==> src/rtl/btn_pkg.sv <==
// btn_pkg: shared types and helpers for the button debounce reader
//   btn_state_e  per-channel debounce state
//   ms_to_cyc    converts a millisecond interval into clock cycles
package btn_pkg;

    typedef enum logic [1:0] {
        IDLE,
        DB_PRESS,
        HELD,
        DB_RELEASE
    } btn_state_e;

    // Divide before multiplying so large CLK_HZ * ms products cannot overflow.
    function automatic longint ms_to_cyc(input longint hz, input longint ms);
        return hz / 64'sd1000 * ms;
    endfunction

endpackage

==> src/rtl/btn_channel.sv <==
// btn_channel: synchroniser, debounce state machine and hold timer for one button
//   clk        board clock, rising edge
//   rst_n      asynchronous active-low reset
//   i_pressed  raw pin normalised so that 1 = pressed
//   o_level    debounced level, 1 = pressed
//   o_press    one-cycle pulse on an accepted press
//   o_release  one-cycle pulse on an accepted release
//   o_long     one-cycle pulse once per press held long enough
//   Macro BTN_LONG_PRESS_EN compiles in the hold counter and o_long.
module btn_channel
    import btn_pkg::*;
#(
    parameter int DB_CYC   = 4,
    parameter int LONG_CYC = 20
) (
    input  logic clk,
    input  logic rst_n,
    input  logic i_pressed,
    output logic o_level,
    output logic o_press,
    output logic o_release,
    output logic o_long
);

    localparam int DB_W = $clog2(DB_CYC + 1);
    // The cycle spent in IDLE or HELD already counts as the first stable
    // sample, so the counter only covers the remaining DB_CYC-1 samples.
    localparam logic [DB_W-1:0] DB_LAST = DB_W'((DB_CYC > 1) ? DB_CYC - 2 : 0);
    localparam bit DB_ONE = (DB_CYC == 1);

    if (DB_CYC < 1 || LONG_CYC <= DB_CYC) begin : g_bad_cfg
        $error("btn_channel: requires DB_CYC >= 1 and LONG_CYC > DB_CYC");
    end

    logic            r_sync1;
    logic            r_sync2;
    btn_state_e      r_state;
    btn_state_e      w_state_nxt;
    logic [DB_W-1:0] r_db_cnt;
    logic [DB_W-1:0] w_db_nxt;
    logic            r_level;
    logic            w_level_nxt;
    logic            r_press;
    logic            w_press_nxt;
    logic            r_release;
    logic            w_release_nxt;

    always_comb begin
        w_state_nxt   = r_state;
        w_db_nxt      = r_db_cnt;
        w_level_nxt   = r_level;
        w_press_nxt   = 1'b0;
        w_release_nxt = 1'b0;
        case (r_state)
            IDLE: begin
                if (r_sync2 && DB_ONE) begin
                    w_state_nxt = HELD;
                    w_level_nxt = 1'b1;
                    w_press_nxt = 1'b1;
                end else if (r_sync2) begin
                    w_state_nxt = DB_PRESS;
                    w_db_nxt    = '0;
                end
            end
            DB_PRESS: begin
                if (!r_sync2) begin
                    w_state_nxt = IDLE;
                end else if (r_db_cnt == DB_LAST) begin
                    w_state_nxt = HELD;
                    w_level_nxt = 1'b1;
                    w_press_nxt = 1'b1;
                end else begin
                    w_db_nxt = r_db_cnt + 1'b1;
                end
            end
            HELD: begin
                if (!r_sync2 && DB_ONE) begin
                    w_state_nxt   = IDLE;
                    w_level_nxt   = 1'b0;
                    w_release_nxt = 1'b1;
                end else if (!r_sync2) begin
                    w_state_nxt = DB_RELEASE;
                    w_db_nxt    = '0;
                end
            end
            DB_RELEASE: begin
                if (r_sync2) begin
                    w_state_nxt = HELD;
                end else if (r_db_cnt == DB_LAST) begin
                    w_state_nxt   = IDLE;
                    w_level_nxt   = 1'b0;
                    w_release_nxt = 1'b1;
                end else begin
                    w_db_nxt = r_db_cnt + 1'b1;
                end
            end
            default: w_state_nxt = IDLE;
        endcase
    end

    always_ff @(posedge clk or negedge rst_n) begin
        if (!rst_n) begin
            r_sync1   <= 1'b0;
            r_sync2   <= 1'b0;
            r_state   <= IDLE;
            r_db_cnt  <= '0;
            r_level   <= 1'b0;
            r_press   <= 1'b0;
            r_release <= 1'b0;
        end else begin
            r_sync1   <= i_pressed;
            r_sync2   <= r_sync1;
            r_state   <= w_state_nxt;
            r_db_cnt  <= w_db_nxt;
            r_level   <= w_level_nxt;
            r_press   <= w_press_nxt;
            r_release <= w_release_nxt;
        end
    end

    assign o_level   = r_level;
    assign o_press   = r_press;
    assign o_release = r_release;

`ifdef BTN_LONG_PRESS_EN
    localparam int HOLD_W = $clog2(LONG_CYC + 1);
    localparam logic [HOLD_W-1:0] HOLD_MAX  = HOLD_W'(LONG_CYC);
    // Hold counting starts at the press pulse, which already trails the
    // synchronised press by DB_CYC cycles.
    localparam logic [HOLD_W-1:0] HOLD_LONG = HOLD_W'(LONG_CYC - DB_CYC);

    logic [HOLD_W-1:0] r_hold_cnt;
    logic [HOLD_W-1:0] w_hold_nxt;
    logic              r_long;
    logic              w_long_nxt;

    // Saturating at HOLD_MAX (above HOLD_LONG) keeps the long pulse to one
    // per press; the count survives release bounces for the same reason.
    always_comb begin
        w_hold_nxt = r_hold_cnt;
        w_long_nxt = 1'b0;
        if (w_press_nxt) begin
            w_hold_nxt = '0;
        end else if (r_state == HELD && r_hold_cnt != HOLD_MAX) begin
            w_hold_nxt = r_hold_cnt + 1'b1;
            w_long_nxt = (w_hold_nxt == HOLD_LONG);
        end
    end

    always_ff @(posedge clk or negedge rst_n) begin
        if (!rst_n) begin
            r_hold_cnt <= '0;
            r_long     <= 1'b0;
        end else begin
            r_hold_cnt <= w_hold_nxt;
            r_long     <= w_long_nxt;
        end
    end

    assign o_long = r_long;
`else
    assign o_long = 1'b0;
`endif

endmodule

==> src/rtl/btn_debounce_reader.sv <==
// btn_debounce_reader: debounced push-button reader with press/release/long-press pulses
//   clk            board clock, rising edge
//   rst_n          asynchronous active-low reset
//   btn_raw        raw asynchronous button pins
//   btn_level      debounced state per button, 1 = pressed
//   press_pulse    one-cycle pulse per accepted press
//   release_pulse  one-cycle pulse per accepted release
//   long_pulse     one-cycle pulse once per press held >= LONG_MS
//   Macro BTN_LONG_PRESS_EN enables long-press detection; otherwise long_pulse is 0.
module btn_debounce_reader
    import btn_pkg::*;
#(
    parameter int N_BTN       = 3,
    parameter int CLK_HZ      = 27000000,
    parameter int DEBOUNCE_MS = 10,
    parameter int LONG_MS     = 1000,
    parameter int ACTIVE_LOW  = 1
) (
    input  logic             clk,
    input  logic             rst_n,
    input  logic [N_BTN-1:0] btn_raw,
    output logic [N_BTN-1:0] btn_level,
    output logic [N_BTN-1:0] press_pulse,
    output logic [N_BTN-1:0] release_pulse,
    output logic [N_BTN-1:0] long_pulse
);

    localparam int DB_CYC   = int'(ms_to_cyc(longint'(CLK_HZ), longint'(DEBOUNCE_MS)));
    localparam int LONG_CYC = int'(ms_to_cyc(longint'(CLK_HZ), longint'(LONG_MS)));

    logic [N_BTN-1:0] w_pressed;

    assign w_pressed = (ACTIVE_LOW != 0) ? ~btn_raw : btn_raw;

    for (genvar i = 0; i < N_BTN; i++) begin : g_ch
        btn_channel #(
            .DB_CYC   (DB_CYC),
            .LONG_CYC (LONG_CYC)
        ) u_ch (
            .clk       (clk),
            .rst_n     (rst_n),
            .i_pressed (w_pressed[i]),
            .o_level   (btn_level[i]),
            .o_press   (press_pulse[i]),
            .o_release (release_pulse[i]),
            .o_long    (long_pulse[i])
        );
    end

endmodule

==> config.mk <==
export PLATFORM = sky130hd
export DESIGN_NAME = btn_debounce_reader
export DESIGN_NICKNAME = d
export VERILOG_FILES = /design/src/rtl/btn_pkg.sv /design/src/rtl/btn_channel.sv /design/src/rtl/btn_debounce_reader.sv
export SDC_FILE = /design/constraint.sdc
export NUM_CORES = 1
export LEC_CHECK = 0
export BUFFER_PORTS_ARGS = -buffer_cell sky130_fd_sc_hd__buf_2
export CAP_MARGIN = 20
export CORE_UTILIZATION = 30
export CTS_CLUSTER_DIAMETER = 80
export DETAILED_ROUTE_END_ITERATION = 7
export GPL_ROUTABILITY_DRIVEN = 0
export PLACE_DENSITY = 0.47
export REMOVE_ABC_BUFFERS = 1
export SYNTH_ARGS = -nofsm -noshare
export SYNTH_HDL_FRONTEND = slang
export SYNTH_SLANG_ARGS = --single-unit
==> constraint.sdc <==
create_clock -name clk -period 6.5 [get_ports clk]
set_clock_uncertainty 0.15 [all_clocks]
set_input_delay 0.325 -clock clk [delete_from_list [all_inputs] [get_ports clk]]
set_output_delay 0.325 -clock clk [all_outputs]
set_load 0.1 [all_outputs]
==> run_results.csv <==
group,metric,value,unit
timing,hold_viol_final,0,
setup_path,critPathRequiredTime,6.58,ns
setup_path,end_kind,"flop",
cts,clockBufferDepth,2,
synthesis,async_flop_share,100,%
routing,wirelength,8850,um
routing,drtIter0Drc,205,
placement,io_buffers,13,
synthesis,yosysWarningCount,0,
setup_path,worst_ep_arrival_time,2.78,ns
power_and_ir_drop,power_per_cell_area,244,mW/mm^2
timing,relSlewSlack,35.4,%
global_route,grt_pass1_wl,16000,um
synthesis,yosysTopAreaCell,"dfrtp_1",
cts,h-tree-depth,3,
placement,pre_cts_slack,3.79,ns
synthesis,synth_top_area_share,46.8,%
routing,post_drt_wl_per_cell,14.0,um
synthesis,synth-simple-area-share,25.4,%
timing,final.setup.worst_slack,3.80,ns
floorplanning,row_count,42,
cts,insertion_delay,0.34,ns
global_route,gr-total-overflow,0,
setup_path,r2r-start,"g_ch[2].u_ch.r_db_cnt[0]",
floorplanning,core_area,0.0134,mm^2
floorplanning,io_pins,17,
setup_path,start_kind,"flop",
synthesis,synth_top_family_by_area,"simple AND/OR/NAND/NOR gates",
power_and_ir_drop,ir_drop,111,uV
setup_path,critPathKind,"reg -> reg",
cells_and_area,final_cell_mix,"dfrtp_1 (78), nand2_1 (45), nor2_1 (35), nand3_1 (28), o21ai_0 (25)",
timing,rsz0062_at_grt,"false",
synthesis,synth_mux_area_share,2.91,%
timing,fmax,371,MHz
hold_path,whs_endpoint,"g_ch[1].u_ch.r_sync2",
power_and_ir_drop,p_leak,0.00203,uW
timing,final_max_slew_viol_count,0,
cells_and_area,nNetsFinal,460,
synthesis,ys_seq_area_share,46.8,%
run_status,status,"complete, no violations",
setup_path,r2r_end,"g_ch[2].u_ch.r_db_cnt[4]",
synthesis,ys_types,56,
placement,dp_hpwl,5770,um
synthesis,synth.avg_cell_area,9.43,um^2
flow_run,timing.max_cap.violations,0,
cts,cts_tree,"built",
hold_path,holdPathStages,0,
routing,num_vias,3260,
synthesis,synthTopCellsByArea,"dfrtp_1 (47%), nand2_1 (4.1%), nand3_1 (3.4%)",
cells_and_area,drive_above_1_share,11.7,%
timing,setup_violations,0,
cts,clk_pin_slew,0.06,ns
cells_and_area,area_growth,13.2,%
routing,drtPass1Iterations,4,
cts,cts_buffers,9,
global_route,grt_use_total,14.1,%
synthesis,synth-xor-area-share,3.15,%
timing,whs,0.200,ns
routing,via_per_inst,5.17,
global_route,grt_pass1_vias,3264,
timing,fin_crit_sh,41.5,%
cts,clockRootBuffer,"clkbuf_16",
setup_path,crit_fanout,11,
synthesis,ys.flop_type,"dfrtp_1",
timing,worst_pin_slew,0.965,ns
cts,cts_sinks,78,
synthesis,synth_compound_area_share,14.3,%
timing,fin_setup_tns,0,ns
global_route,antenna_found_initial,0,
setup_path,rr_worst_depth,7,
floorplanning,die_y,120,um
cells_and_area,final_common_cell,"dfrtp_1",
hold_path,worstHoldStart,"g_ch[1].u_ch.r_sync1",
synthesis,synth_area,0.00417,mm^2
synthesis,synth_enable_flop_cells,0,
floorplanning,die_x,120,um
cells_and_area,fin_util,35.2,%
synthesis,synthAdderAreaFrac,1.80,%
hold_path,hold_path.class,"reg -> reg",
floorplanning,start_util,31.1,%
timing,min_period,2.70,ns
synthesis,synth-seq-cells,78,
routing,ant_nets,0,
setup_path,rrSetupSlack,3.80,ns
global_route,grt_max_degree,79,
floorplanning,dieArea,0.0144,mm^2
routing,drc,0,
synthesis,synth_cells,442,
cells_and_area,diodes,0,
[stage by stage]
stage / total power (uW) / instance area [um^2] / instances
floorplan: 588 / 4020 / 418
global placement: 619 / 4330 / 609
detailed placement: 621 / 4330 / 609
CTS: 1170 / 4680 / 628
global route: 1210 / 4720 / 630
finish: 1150 / 4720 / 630
[layer usage]
| metal | track usage, % | vias up | routed length [um] |
|---|---|---|---|
| met5 | 0 | - | 0 |
| li1 | - | 1617 | - |
| met2 | 21.3 | 41 | 4100 |
| met1 | 18.7 | 1597 | 4390 |
| met4 | 4.84 | 0 | 79 |
| met3 | 4.61 | 5 | 274 |
[synth_stat cells, drive strengths merged, types with 3 or more instances]
| master | number |
|---|---|
| nor2 | 35 |
| clkbuf | 11 |
| nand3 | 28 |
| nor4b | 3 |
| mux2 | 9 |
| a21oi | 16 |
| o21ai | 32 |
| a22o | 12 |
| o211ai | 7 |
| xnor2 | 6 |
| nor4 | 6 |
| or4 | 9 |
| o2111ai | 4 |
| buf | 15 |
| ha | 6 |
| or2 | 3 |
| or4b | 6 |
| and3 | 4 |
| dfrtp | 78 |
| nand2 | 45 |
| inv | 21 |
| nand4 | 14 |
| nor3b | 3 |
| nor3 | 14 |
| xor2 | 9 |
| or3 | 11 |
| o31ai | 3 |
| and2 | 4 |
[logic make-up after synthesis]
logic type,after synthesis
simple gates,195
compound gates,89
flops,78
buf+inv,47
xor+xnor,15
mux,11
fa+ha+maj,6
other cells,1
[repair_timing]
| action | in CTS | in global routing |
|---|---|---|
| resized for setup | 0 | 0 |
| setup endpoints to repair | 0 | 0 |
| setup buffers | 0 | 0 |
| endpoints found under the hold margin | 3 | 32 |
| hold buffers | 3 | 1 |
[report_power, final]
part / switching [uW] / leakage, uW / internal (uW)
Combinational: 47.5 / 0.000820 / 29.8
Clock: 203 / 0.000152 / 336
Sequential: 32.0 / 0.00106 / 504
Total: 283 / 0.00203 / 870
[state kept, by name, summed over array words and instances (netlist names), named ones only]
signal,count
g_ch.u_ch.o_level,3
g_ch.u_ch.o_press,3
g_ch.u_ch.o_release,3
g_ch.u_ch.r_db_cnt,57
g_ch.u_ch.r_state,3
g_ch.u_ch.r_sync1,3
g_ch.u_ch.r_sync2,3
[final cells by class]
class	instances	area, um^2
fillers	1374	8680
multi-input cells	319	2000
flip-flops and latches	78	1950
repair buffers	20	150
well taps	176	220
inverters	21	78.8
clock buffers	10	229
clock inverters	6	86.3
[critical path, cell delays in order (launching register included)]
cell     delay, ns
dfrtp_1       0.42
inv_1         0.09
ha_1          0.15
or4b_1        0.42
or4_1         0.55
o21ai_2       0.46
inv_2         0.10
a41o_1        0.25
[worst max path at each step]
stage	from	end	slack [ns]	cells after the start
floorplan	g_ch[1].u_ch.r_sync2	g_ch[1].u_ch.r_db_cnt[9]	3.73	4
global placement	g_ch[2].u_ch.r_db_cnt[0]	g_ch[2].u_ch.r_db_cnt[4]	3.88	7
detailed placement	g_ch[2].u_ch.r_db_cnt[0]	g_ch[2].u_ch.r_db_cnt[4]	3.79	7
CTS	g_ch[2].u_ch.r_db_cnt[0]	g_ch[2].u_ch.r_db_cnt[4]	3.76	7
global route	g_ch[2].u_ch.r_db_cnt[0]	g_ch[2].u_ch.r_db_cnt[4]	3.62	7
finish	g_ch[2].u_ch.r_db_cnt[0]	g_ch[2].u_ch.r_db_cnt[4]	3.80	7
No activity file was read; power rests on OpenSTA's default activity.
